### src/rtl/argmax_out.sv
// argmax_out: sequential argmax over a vector of signed class scores.
// Takes one packed score vector over a valid/ready handshake and scans it one
// element per cycle. It returns the index and value of the largest score over a
// second valid/ready handshake. When scores tie, the lowest index wins.
module argmax_out #(
    parameter int unsigned INPUT_WIDTH = 32,
    parameter int unsigned INPUT_NUM   = 10,
    parameter int unsigned IDX_WIDTH   = 4
) (
    input  logic                             clk,
    input  logic                             rst,
    input  logic [INPUT_WIDTH*INPUT_NUM-1:0] data_in,
    input  logic                             data_in_vaild,
    output logic                             data_in_ready,
    output logic [IDX_WIDTH-1:0]             class_out,
    output logic [INPUT_WIDTH-1:0]           max_out,
    output logic                             data_out_vaild,
    input  logic                             data_out_ready
);

    localparam int unsigned LAST_IDX = INPUT_NUM - 1;

    typedef enum logic [1:0] {
        IDLE = 2'd0,
        SCAN = 2'd1,
        DONE = 2'd2
    } state_t;

    state_t                         state;
    logic signed [INPUT_WIDTH-1:0]  elem_q [INPUT_NUM];
    logic signed [INPUT_WIDTH-1:0]  run_max;
    logic        [IDX_WIDTH-1:0]    run_idx;
    logic        [IDX_WIDTH-1:0]    cnt;

    logic signed [INPUT_WIDTH-1:0]  cur_elem;
    logic                           cand_gt;
    logic signed [INPUT_WIDTH-1:0]  nxt_max;
    logic        [IDX_WIDTH-1:0]    nxt_idx;

    // Compare the element under the counter with the running max. A strict
    // greater-than keeps the earlier index when scores tie.
    always_comb begin
        cur_elem = '0;
        cand_gt  = 1'b0;
        nxt_max  = run_max;
        nxt_idx  = run_idx;
        cur_elem = elem_q[cnt];
        cand_gt  = ($signed(cur_elem) > $signed(run_max));
        if (cand_gt) begin
            nxt_max = cur_elem;
            nxt_idx = cnt;
        end
    end

    // Control FSM, vector capture, running max and registered outputs.
    always_ff @(posedge clk or negedge rst) begin
        if (!rst) begin
            state          <= IDLE;
            data_in_ready  <= 1'b0;
            data_out_vaild <= 1'b0;
            class_out      <= '0;
            max_out        <= '0;
            run_max        <= '0;
            run_idx        <= '0;
            cnt            <= '0;
            for (int i = 0; i < int'(INPUT_NUM); i++) begin
                elem_q[i] <= '0;
            end
        end else begin
            case (state)
                IDLE: begin
                    if (data_in_ready && data_in_vaild) begin
                        for (int i = 0; i < int'(INPUT_NUM); i++) begin
                            elem_q[i] <= data_in[i*INPUT_WIDTH +: INPUT_WIDTH];
                        end
                        run_max       <= data_in[INPUT_WIDTH-1:0];
                        run_idx       <= '0;
                        cnt           <= IDX_WIDTH'(1);
                        data_in_ready <= 1'b0;
                        state         <= (INPUT_NUM > 1) ? SCAN : DONE;
                    end else begin
                        data_in_ready <= 1'b1;
                    end
                end

                SCAN: begin
                    run_max <= nxt_max;
                    run_idx <= nxt_idx;
                    if (cnt == IDX_WIDTH'(LAST_IDX)) begin
                        class_out      <= nxt_idx;
                        max_out        <= nxt_max;
                        data_out_vaild <= 1'b1;
                        state          <= DONE;
                    end else begin
                        cnt <= cnt + IDX_WIDTH'(1);
                    end
                end

                DONE: begin
                    // A single-element vector arrives here without a scan, so the
                    // result is published one edge after acceptance.
                    if (!data_out_vaild) begin
                        class_out      <= run_idx;
                        max_out        <= run_max;
                        data_out_vaild <= 1'b1;
                    end else if (data_out_ready) begin
                        data_out_vaild <= 1'b0;
                        data_in_ready  <= 1'b1;
                        state          <= IDLE;
                    end
                end

                default: begin
                    state <= IDLE;
                end
            endcase
        end
    end

endmodule
### config.mk
export PLATFORM = sky130hd
export DESIGN_NAME = argmax_out
export DESIGN_NICKNAME = d
export VERILOG_FILES = /design/src/rtl/argmax_out.sv
export SDC_FILE = /design/constraint.sdc
export NUM_CORES = 1
export LEC_CHECK = 0
export CAP_MARGIN = 20
export CORE_MARGIN = 2
export CORE_UTILIZATION = 45
export CTS_BUF_LIST = sky130_fd_sc_hd__clkbuf_2
export DETAILED_ROUTE_END_ITERATION = 6
export MAX_ROUTING_LAYER = met4
export PLACE_DENSITY = 0.79
export SLEW_MARGIN = 20
export SYNTH_ARGS = -nofsm -noshare
export SYNTH_HDL_FRONTEND = slang
export SYNTH_SLANG_ARGS = --single-unit
### constraint.sdc
create_clock -name clk -period 3.9 [get_ports clk]
set_clock_uncertainty 0.1 [all_clocks]
set_input_delay 0.78 -clock clk [delete_from_list [all_inputs] [get_ports clk]]
set_output_delay 0.78 -clock clk [all_outputs]
set_load 0.02 [all_outputs]
; ---- After elaboration in Yosys (flattened, before gate mapping)
; Cells that the tools add are included.
[totals]
register_bits = 400
in_bits = 324
out_inout_bits = 38
word_cells = 74
[classes]
n_addsub = 1
n_lt_le_gt_ge = 2
eq_ne = 9
muxes = 31
bitwise = 1
reduce_logical = 12
[op_table]
columns = op, count
row1 = 32-bit 2-to-1 mux, 6
row2 = 32-bit binary-select mux with 4-bit select, 1
row3 = 32-bit case mux with 2 select lines, 2
row4 = 32-bit greater-than comparator, 1
row5 = 4-bit 2-to-1 mux, 6
row6 = 4-bit case mux with 2 select lines, 3
row7 = "2-bit inequality test, second input constant", 6
row8 = 3-bit AND reduction, 3
row9 = 2-bit 2-to-1 mux, 4
row10 = 1-bit 2-to-1 mux, 6
row11 = 2-bit case mux with 3 select lines, 1
row12 = 2-bit AND reduction, 3
row13 = 2-bit nonzero test, 3
row14 = "5-bit >= comparator, second input constant", 1
row15 = 4-bit NOT with 5-bit output, 1
row16 = "4-bit by 1-bit adder with 4-bit output, second input constant", 1
row17 = "4-bit == test, second input constant", 1
row18 = 1-bit case mux with 2 select lines, 2
row19 = 4-bit AND reduction, 1
row20 = "2-bit by 1-bit == test with 1-bit output, second input constant", 1
row21 = "2-bit == test, second input constant", 1
row22 = 2-bit logical NOT, 1
row23 = 1-bit logical AND, 1

; ---- Longest topological paths before layout
; Gate-level depths: netlist of the first run.
[depth]
ltp_word = 8
mapped_depth = 15
depth_no_buf = 10

; ---- Worst setup path after synthesis of the first run
; OpenSTA, ideal clock, no wires.
[synth_timing]
kind = reg2reg
from = register cnt[0]
to = register class_out[0]
setup_ns = 0.082
arrival_time_ns = 3.801
required_ns = 3.718
setup_slack_ns = -0.083
path_stages_with_launch = 14
path_cell_list = dfrtp_1 buf_2 buf_2 mux4_2 a22oi_1 o21ai_0 ha_1 nand4_1 or4_1 o211a_4 a21boi_4 buf_6 or3b_1 a31oi_1
[synth_between]
elab_chain_len = 8
elab_cells_between_ends = 11
classes_between = order compare (1) / eq/ne (2) / mux (6) / bitwise (1) / reduce/logical (1)
[synth_rtl]
columns = element, line_no
row1 = start: declaration, 33  ; logic [IDX_WIDTH-1:0] cnt;
row2 = start signal: assignment, 95  ; cnt <= cnt + IDX_WIDTH'(1);
row3 = 4-bit NOT with 5-bit output (implied by the code), 47  ; cur_elem = elem_q[cnt];
row4 = 32-bit binary-select mux with 4-bit select, 47
row5 = 32-bit 2-to-1 mux (implied by the code) (2 in series), 47
row6 = 32-bit greater-than comparator, 48  ; cand_gt = ($signed(cur_elem) > $signed(run_max));
row7 = 4-bit 2-to-1 mux, 49  ; if (cand_gt) begin
row8 = 4-bit 2-to-1 mux, 89  ; if (cnt == IDX_WIDTH'(LAST_IDX)) begin
row9 = 4-bit case mux with 2 select lines, 70  ; case (state)
row10 = end signal: assignment, 90  ; class_out <= nxt_idx;
row11 = end signal: assignment, 103  ; class_out <= run_idx;
row12 = end: declaration, 15  ; output logic [IDX_WIDTH-1:0] class_out,
; Parallel ways exist; a longest one is shown, timed or not. The select of a mux whose other input is x is not followed.
; A chain may end at the register's enable or synchronous reset.

; ---- Worst setup path in the final report of the first run
[layout_timing]
from = register cnt[0]
to = register max_out[9]
[layout_between]
elab_chain_len = 8
elab_cells_between_ends = 11
classes_between = order compare (1) / eq/ne (2) / mux (6) / bitwise (1) / reduce/logical (1)
[layout_rtl]
columns = element, line_no
row1 = 4-bit NOT with 5-bit output (implied by the code), 47
row2 = 32-bit binary-select mux with 4-bit select, 47
row3 = 32-bit 2-to-1 mux (implied by the code) (2 in series), 47
row4 = 32-bit greater-than comparator, 48
row5 = 32-bit 2-to-1 mux, 49
row6 = 32-bit 2-to-1 mux, 89
row7 = 32-bit case mux with 2 select lines, 70
row8 = end signal: assignment, 91  ; max_out <= nxt_max;
row9 = end signal: assignment, 104  ; max_out <= run_max;
row10 = end: declaration, 16  ; output logic [INPUT_WIDTH-1:0] max_out,
; Parallel ways exist; a longest one is shown, timed or not. The select of a mux whose other input is x is not followed.

==> out/results.ini, run 1 <==
[power_and_ir_drop]
peakVddDrop_mv=0.783
power_per_cell_area_nw_per_um2=972
power.leakage_nw=12.6

[synthesis]
async_flop_share=1.00
yosysTopAreaCell=dfrtp_1
synthTopCellsByArea=dfrtp_1 52%, nand2_1 21%, mux4_2 7.6%
synth-edff-count=0
syn_avg_cell_area_um2=9.05
synthCells=2108
synthDistinctLibCells=45
syn-cell-area_um2=19100
syn-num-nets=2466
yosysSeqAreaShare=0.525
synth_ff_type=dfrtp_1
synthDominantCellAreaShare=0.525
synth-seq-cells=400
yosysWarnings=0

[place]
gp_congestion=0.951
dp_hpwl_mm=44.7
dpl-instance-area_um2=23800
portBuffers=361

[timing]
period_share=1.01
setup_viol=12
min_period_ns=3.96
max_freq_mhz=253
rsz0062_at_grt=true
setup_slack_ns=-0.0564
slew_viol_final=0
hold_violations=0
worstMarginPinSlew_ns=0.751
slew_headroom=0.499
tns_ns=-0.290

[setup_path]
rr_startpoint=cnt[0]
critPathMaxFanout=8
worstRegToRegCells=16
startpoint_type=flop
timing_worst_setup_path_type=reg2reg
worstReg2RegEnd=max_out[9]
critical_path_required_ns=4.69
rrSetupSlack_ns=-0.06
arrival_ns=4.75
cp-end-kind=flop

[cells_and_area]
drive_gt1_frac=0.185
final_nets=2916
area_growth_pct=35.6
multi_input_area_um2=8970
n_fill_cell=3469
final_area_um2=25900
seqCellArea_um2=10000

[flow_run]
max-cap-violations=0

[drt]
wl_per_cell_um=20.0
drt-total-wl_mm=63.3
via_per_inst=5.51
drc=3
drt-initial-drc-count=1547
num_vias=17500
ant_nets=0
drt_pre_antenna_iters=7

[floorplanning]
core_um2=41900
rows=75
ios=362
dieArea_um2=44000
die_y_um=210
start_util=0.456
die_width_um=210

[global_routing]
grt_pass1_vias=17400
grt.overflow.total=0
antenna_found_initial=7
grt_usage=0.290
grt_max_degree=133
grt_pass1_wl_mm=95.7

[hold_path]
hp-start=data_in[306]
hold_path_depth=3
holdPathEnd=elem_q[18]
worstHoldPathType=in2reg

[clock_network]
cts.clk_slew.worst_paths_ns=0.12
cts_buffer_depth=3
cts_tree=yes
h-tree-depth=3
cts_root_buf=clkbuf_2
cts_buffers=100
clock_latency_ns=0.99
cts.sinks=400

[run_status]
violations=design-rule violations, negative setup slack
status=finished with violations

final cells by class:
class,count,area share
clock buffers,145,0.0281
flip-flops and latches,400,0.387
clock inverters,22,0.00431
inverters,35,0.00508
diodes,7,0.000677
repair buffers,491,0.202
well taps,539,0.0261
multi-input cells,1530,0.347
report_power, final:
part | internal (mW) | total, mW | switching, mW
combinational | 7.03 | 15.1 | 8.06
clock | 1.05 | 2.74 | 1.69
sequential | 6.10 | 7.33 | 1.22
total | 14.2 | 25.1 | 11.0
layer usage:
layer  wire, um  global-route usage  up-vias
met5          0                   -        -
met4       2520               0.126        0
met3       5460              0.0633      161
met2      28600               0.412      933
met1      26800               0.402     8453
li1           -                   -     7928
per-stage QoR:
step | instances | power [mW] | setup WS, ns | util | hold WS [ns]
after detailed placement | 2946 | 19.5 | -0.177 | 0.568 | 0.358
after global placement | 2946 | 19.0 | -0.0554 | 0.568 | 0.353
after CTS | 3127 | 22.6 | 0.00309 | 0.593 | 0.0843
after global routing | 3169 | 26.8 | -0.183 | 0.618 | 0.117
after floorplan | 2108 | 14.7 | 0.0119 | - | 0.340
final | 3169 | 25.1 | -0.0564 | 0.618 | 0.185
worst max path at each step:
stage                 from            to  slack (ns)  depth (start not counted)
detailed placement  cnt[0]    max_out[9]       -0.18                         12
finish              cnt[0]    max_out[9]       -0.06                         16
global route        cnt[0]   max_out[21]       -0.18                         13
floorplan           cnt[0]  class_out[0]        0.01                         13
global placement    cnt[0]    max_out[5]       -0.06                         12
CTS                 cnt[0]   run_max[26]       0.003                         15
kinds of logic (layout without fill, tap and decap cells):
kind of cell    after synthesis  count (layout)  synth area share
compound gates              245             246            0.0827
simple gates               1151            1151             0.238
mux                          97              97            0.0950
flops                       400             400             0.525
buf+inv                     179             693            0.0363
other cells                   0               7                 0
fa+ha+maj                    34              34            0.0223
xor+xnor                      2               2          0.000919
timing repair:
action,in CTS,in global routing
setup endpoints to repair,71,71
hold buffers,1,0
setup buffers,11,24
hold endpoints to repair,76,0
pin swaps,7,57
resized for setup,18,180
cloned,2,11
flip-flops by register name, indices dropped and copies added (netlist names):
signal          count
run_idx             4
data_out_vaild      1
state               2
elem_q            320
class_out           4
cnt                 4
max_out            32
run_max            32
data_in_ready       1
cells in the mapped netlist (all sizes together) (2+ instances only):
master and number:
a31oi 5, or3b 3, ha 34, or4 2, inv 35, o311ai 32
buf 14, o211ai 2, mux2 32, o21a 2, nand2b 33, a22oi 34
a21oi 50, a21o 2, nor2b 6, o21ai 79, nor3 33, nor2 14
nand4 11, dfrtp 400, o31ai 33, clkbuf 130, mux4 64, nand2 1042
nand3 2
cells in the final DEF (no fill, tap or decap), types with 15 or more instances in the layout:
cell type and n:
inv_1 35, o21ai_0 32, dfrtp_1 398, o21ai_2 16
mux4_2 64, a22oi_1 19, clkdlybuf4s50_1 360, a21oi_1 47
clkinv_1 15, mux2_2 32, o311ai_1 16, o31ai_1 23
o311ai_2 15, nand2_1 1039, o21ai_1 31, a22oi_2 15
nand2b_1 33, buf_4 78, buf_12 29, clkbuf_2 145
ha_1 33
worst max-delay path, cell delays in order (launching register included):
cell,delay [ns]
dfrtp_4,0.48
buf_8,0.14
buf_12,0.14
mux4_2,0.51
a22oi_2,0.19
o21ai_1,0.13
ha_1,0.32
nand4_1,0.17
buf_4,0.18
or3_4,0.35
a21o_4,0.21
buf_6,0.12
a31oi_4,0.17
buf_12,0.16
clkbuf_16,0.18
nor3_4,0.05
o31ai_2,0.23
No activity file was read; power rests on OpenSTA's default activity.
==> run 2, diff against run 1 <==
--- a/config.mk
+++ b/config.mk
@@ -5,6 +5,7 @@
 export SDC_FILE = /design/constraint.sdc
 export NUM_CORES = 1
 export LEC_CHECK = 0
+export ABC_AREA = 1
 export CAP_MARGIN = 20
 export CORE_MARGIN = 2
 export CORE_UTILIZATION = 45
==> run 2 against run 1 <==
Net effect:
- the run now ends clean
- worst setup slack better by 0.086 ns
- sequential cell count did not move
- first-iteration DRC count rose by 27%
- largest power group unchanged
- sequential power down 1%
- hold slack got worse by 0.016 ns
- clock-buffer cell count increased by 2
==> out/results.ini, run 2 <==
[global_routing]
grt_pass1_wl_mm=102
grt_pass1_vias=19000
grt.overflow.total=0
grt_usage=0.303
antenna_found_initial=2
grt_max_degree=191

[flow_run]
max-cap-violations=0

[timing]
period_share=0.992
slew_viol_final=0
min_period_ns=3.87
hold_violations=0
worstMarginPinSlew_ns=1.07
slew_headroom=0.288
tns_ns=0
max_freq_mhz=258
rsz0062_at_grt=false
setup_viol=0

[drt]
ant_nets=0
via_per_inst=5.35
drc=0
drt-total-wl_mm=67.4
drt_pre_antenna_iters=5
wl_per_cell_um=18.6
drt-initial-drc-count=1963
num_vias=19300

[setup_path]
critical_path_required_ns=4.71
arrival_ns=4.68
critPathMaxFanout=37
rr_startpoint=cnt[0]
timing_worst_setup_path_type=reg2reg
cp-end-kind=flop
startpoint=cnt[0]
startpoint_type=flop

[power_and_ir_drop]
power.leakage_nw=12.9
power_per_cell_area_nw_per_um2=922
peakVddDrop_mv=0.645

[cells_and_area]
stdcell_count=3615
final_common_cell=nand2_1
mostFrequentLayoutCells=1,343 x nand2_1, 398 x dfrtp_1, 360 x clkdlybuf4s50_1
final_area_um2=25000
area_growth_pct=27.2
final_nets=3326
largest_register_ffs=320
regMostFlops=elem_q
drive_gt1_frac=0.0746
reg_top3=elem_q: 320 flops, max_out: 32 flops, run_max: 32 flops

[floorplanning]
core_um2=43100
ios=362
die_width_um=213
start_util=0.456
dieArea_um2=45300
rows=76
die_y_um=213

[synthesis]
synthDominantCellAreaShare=0.510
synthDistinctLibCells=30
synth_ff_type=dfrtp_1
syn_avg_cell_area_um2=7.48
yosysMostFrequentCell=nand2_1
yosysTopAreaCell=dfrtp_1
async_flop_share=1.00
synth-seq-cells=400
synth-edff-count=0
syn-cell-area_um2=19600
yosysSeqAreaShare=0.510
yosysWarnings=0
syn-num-nets=2981
synth_common_cells=1,345 x nand2_1, 400 x dfrtp_1, 168 x o21ai_0, 122 x clkbuf_1, 114 x nor2_1
synthTopCellsByArea=dfrtp_1 51%, nand2_1 26%, o21ai_0 4.3%
synthCells=2623

[place]
place_inst=3442
dp_hpwl_mm=47.0
gp_congestion=0.948
portBuffers=361
dpl-instance-area_um2=23900

[clock_network]
cts_buffers=101
clock_latency_ns=1.05
cts_root_buf=clkbuf_2
h-tree-depth=3
cts_buffer_depth=3
cts_tree=yes
cts.clk_slew.worst_paths_ns=0.11
cts.sinks=400

[hold_path]
hp-start=data_in[212]
worstHoldPathType=in2reg

[run_status]
status=complete, no violations

[run 2: cell types whose count changed in the layout (fill, tap and decap cells not counted), moves of 33 or more]
cell      delta
a21oi_1     +34
buf_4       -58
inv_1       +48
mux4_2      -64
nand2_1    +304
nand2b_1    -33
nand3_1    +104
nor2_1      +95
o21ai_0    +135
[run 2: final cells by class]
class	count	area, um2
diodes	2	5.00
clock buffers	147	736
clock inverters	16	144
fillers	3966	18100
inverters	89	353
multi-input cells	1968	8670
flip-flops and latches	400	10000
well taps	585	732
repair buffers	408	4300
[run 2: final timing paths]
kind                          endpoint  slack (ns)  cells after the start
setup / recovery           max_out[15]        0.03                     20
hold / removal             elem_q[116]        0.17                      3
setup reg to reg           max_out[15]        0.03                     20
hold reg to reg             elem_q[98]        0.37                      2
max in group asynchronous  run_max[13]        2.50                      3
min in group asynchronous   elem_q[88]        0.26                      2
[run 2: critical path, stage by stage, from the launching register on]
cell	delay, ns
dfrtp_4	0.55
inv_8	0.18
buf_16	0.22
a21oi_1	0.12
o21ai_2	0.12
o211ai_1	0.12
nand3_1	0.18
nand2_1	0.12
ha_1	0.31
nand4_1	0.14
nor3_2	0.25
and3_4	0.24
nand2_1	0.12
nand2_1	0.10
nand2_2	0.14
nand3_4	0.14
buf_6	0.23
nand2_1	0.11
nand3_1	0.09
nand2_1	0.08
nand2_1	0.06
[run 2: cells by family (layout without fill, tap and decap cells)]
| logic type | after synthesis | in the layout | synth area share |
|---|---|---|---|
| compound gates | 322 | 322 | 0.0932 |
| buf+inv | 255 | 660 | 0.0526 |
| fa+ha+maj | 34 | 34 | 0.0217 |
| other cells | 0 | 2 | 0 |
| flops | 400 | 400 | 0.510 |
| simple gates | 1612 | 1612 | 0.323 |
[run 2: stage by stage]
step / power (mW) / setup WS (ns) / utilization / hold WS, ns
detailed placement: 19.6 / 0.0230 / 0.554 / 0.353
finish: 23.0 / 0.0296 / 0.579 / 0.170
CTS: 22.6 / 0.0484 / 0.575 / 0.0761
global route: 24.9 / 0.00480 / 0.579 / 0.122
global placement: 19.1 / 0.138 / 0.554 / 0.348
floorplan: 15.4 / 0.803 / - / 0.337
[run 2: metal layers]
metal,part of all wire,GRT usage
met3,0.078,0.0557
met4,0.053,0.164
met1,0.41,0.380
met5,0,-
met2,0.46,0.469
[run 2: timing repair]
action,in CTS,in global routing
hold buffers,1,0
pin swaps,0,2
endpoints found under the setup margin,30,66
buffers inserted,0,4
resized for setup,2,19
endpoints found under the hold margin,91,0
cloned,1,2
[run 2: report_power, final]
part	switching [mW]	leakage, nW	internal (mW)
logic	8.29	7.18	4.60
clock network	1.71	0.682	1.19
registers	1.12	5.01	6.12
==> run 3, diff against run 2 <==
--- a/config.mk
+++ b/config.mk
@@ -7,12 +7,11 @@
 export LEC_CHECK = 0
 export ABC_AREA = 1
 export CAP_MARGIN = 20
-export CORE_MARGIN = 2
-export CORE_UTILIZATION = 45
+export CORE_UTILIZATION = 49
 export CTS_BUF_LIST = sky130_fd_sc_hd__clkbuf_2
 export DETAILED_ROUTE_END_ITERATION = 6
 export MAX_ROUTING_LAYER = met4
-export PLACE_DENSITY = 0.79
+export PLACE_DENSITY = 0.85
 export SLEW_MARGIN = 20
 export SYNTH_ARGS = -nofsm -noshare
 export SYNTH_HDL_FRONTEND = slang
==> run 3 against run 2 <==
Net effect:
- sequential power is 1% higher
- via count is 2.8% higher
- final cell count is 0.94% lower
- worst setup slack better by 0.11 ns
- highest routed layer unchanged
==> out/results.ini, run 3 (same netlist as run 2, synthesis figures left out) <==
[run_status]
status=complete, no violations

[place]
gp_congestion=0.949
portBuffers=361
dp_hpwl_mm=46.3
dpl-instance-area_um2=23800

[cells_and_area]
mostFrequentLayoutCells=1,344 x nand2_1, 398 x dfrtp_1, 360 x clkdlybuf4s50_1
regMostFlops=elem_q
n_fill_cell=3311
final_common_cell=nand2_1
multi_input_area_um2=8680
reg_top3=elem_q: 320 flops, max_out: 32 flops, run_max: 32 flops
final_nets=3337
area_growth_pct=27.3
seqCellArea_um2=10000
drive_gt1_frac=0.0743
largest_register_ffs=320
final_area_um2=25000

[floorplanning]
die_width_um=202
start_util=0.502
die_y_um=202
ios=362
core_um2=39100
dieArea_um2=40900
rows=72

[timing]
slew_headroom=0.384
slew_viol_final=0
worstMarginPinSlew_ns=0.923
hold_ws_ns=0.162
hold_violations=0
setup_viol=0
min_period_ns=3.76
max_freq_mhz=266
period_share=0.964

[global_routing]
grt_pass1_vias=19500
grt_usage=0.340
grt_max_degree=129
antenna_found_initial=7
grt_pass1_wl_mm=105
grt.overflow.total=0

[clock_network]
cts_root_buf=clkbuf_2
cts_buffer_depth=3
cts_buffers=100
h-tree-depth=3
clock_latency_ns=1.05
cts_tree=yes
cts.clk_slew.worst_paths_ns=0.11
cts.sinks=400

[setup_path]
crit_end=max_out[2]
worstReg2RegEnd=max_out[2]
startpoint_type=flop
critical_path_required_ns=4.74
timing_worst_setup_path_type=reg2reg
critPathMaxFanout=46
worstRegToRegCells=18
cp-end-kind=flop
startpoint=cnt[0]
rr_startpoint=cnt[0]
rrSetupSlack_ns=0.14
arrival_ns=4.60

[power_and_ir_drop]
peakVddDrop_mv=0.655
power.leakage_nw=12.9
power_per_cell_area_nw_per_um2=944

[drt]
num_vias=19900
ant_nets=0
drc=0
via_per_inst=5.55
drt-initial-drc-count=2165
drt_pre_antenna_iters=6
wl_per_cell_um=18.9
drt-total-wl_mm=67.7

[flow_run]
max-cap-violations=0

[hold_path]
worstHoldPathType=in2reg

-- run 3: changes by cell type in the layout (fill, tap and decap cells not counted), moves of 3 or more --
cell and delta:
buf_4 +11, clkbuf_2 -20, clkinv_1 +25, clkinv_2 +10
diode_2 +7, o21ai_0 -3, o21ai_1 +4, o221ai_1 -3
o221ai_2 +3
-- run 3: area by class of cell --
class | count | share of cell area
timing repair buffer | 418 | 0.175
antenna | 9 | 0.000901
tap | 518 | 0.0259
inverter | 89 | 0.0147
timing repair inverter | 2 | 0.000901
multi-input combinational | 1968 | 0.347
clock buffer | 127 | 0.0254
sequential | 400 | 0.401
clock inverter | 50 | 0.00906
-- run 3: power by group --
group / internal, mW / switching, mW / total (mW)
logic: 4.89 / 8.63 / 13.5
clock network: 0.977 / 1.78 / 2.75
registers: 6.12 / 1.19 / 7.31
total: 12.0 / 11.6 / 23.6
-- run 3: timing repair --
action,in CTS,in global routing
hold buffers,1,0
resized for setup,0,25
buffers inserted,0,6
endpoints found under the hold margin,92,0
endpoints found under the setup margin,0,72
-- run 3: worst max-delay path: stages, from the launching register on --
cell and delay [ns]:
dfrtp_4 0.59, buf_4 0.17, clkbuf_16 0.23, nor2_1 0.14, o221ai_1 0.17, nand3_1 0.23
nand2_1 0.13, ha_1 0.29, nand4_1 0.13, nor3_4 0.24, and3_4 0.22, nand2_1 0.13
nand3_4 0.12, nand3_4 0.17, clkbuf_16 0.24, nand2_1 0.10, nand3_1 0.08, nand2_1 0.10
nand2_1 0.05
-- run 3: worst min path at each step --
stage,start,to,slack (ns),depth (start not counted)
4_1_cts,data_in[283],elem_q[59],0.08,3
5_1_grt,data_in[276],elem_q[52],0.09,3
3_5_place_dp,elem_q[146],elem_q[146],0.35,2
2_1_floorplan,elem_q[100],elem_q[100],0.34,2
3_3_place_gp,elem_q[235],elem_q[235],0.35,2
6_report,data_in[175],elem_q[143],0.16,3
-- run 3: through the flow --
stage | std cells | TNS, ns | util | setup WS, ns | power, mW
after floorplan | 2623 | 0 | - | 0.803 | 15.4
after global placement | 3382 | 0 | 0.609 | 0.206 | 19.2
after detailed placement | 3382 | 0 | 0.609 | 0.143 | 19.7
after CTS | 3560 | 0 | 0.632 | 0.101 | 22.5
after global routing | 3580 | -0.528 | 0.639 | -0.0807 | 25.5
final | 3581 | 0 | 0.639 | 0.139 | 23.6
-- run 3: routing by layer --
layer	up-vias	wire, um	global-route usage
met5	-	0	-
met1	9366	26600	0.426
met2	1125	31200	0.507
met4	0	4030	0.214
li1	9146	-	-
met3	239	5860	0.0658
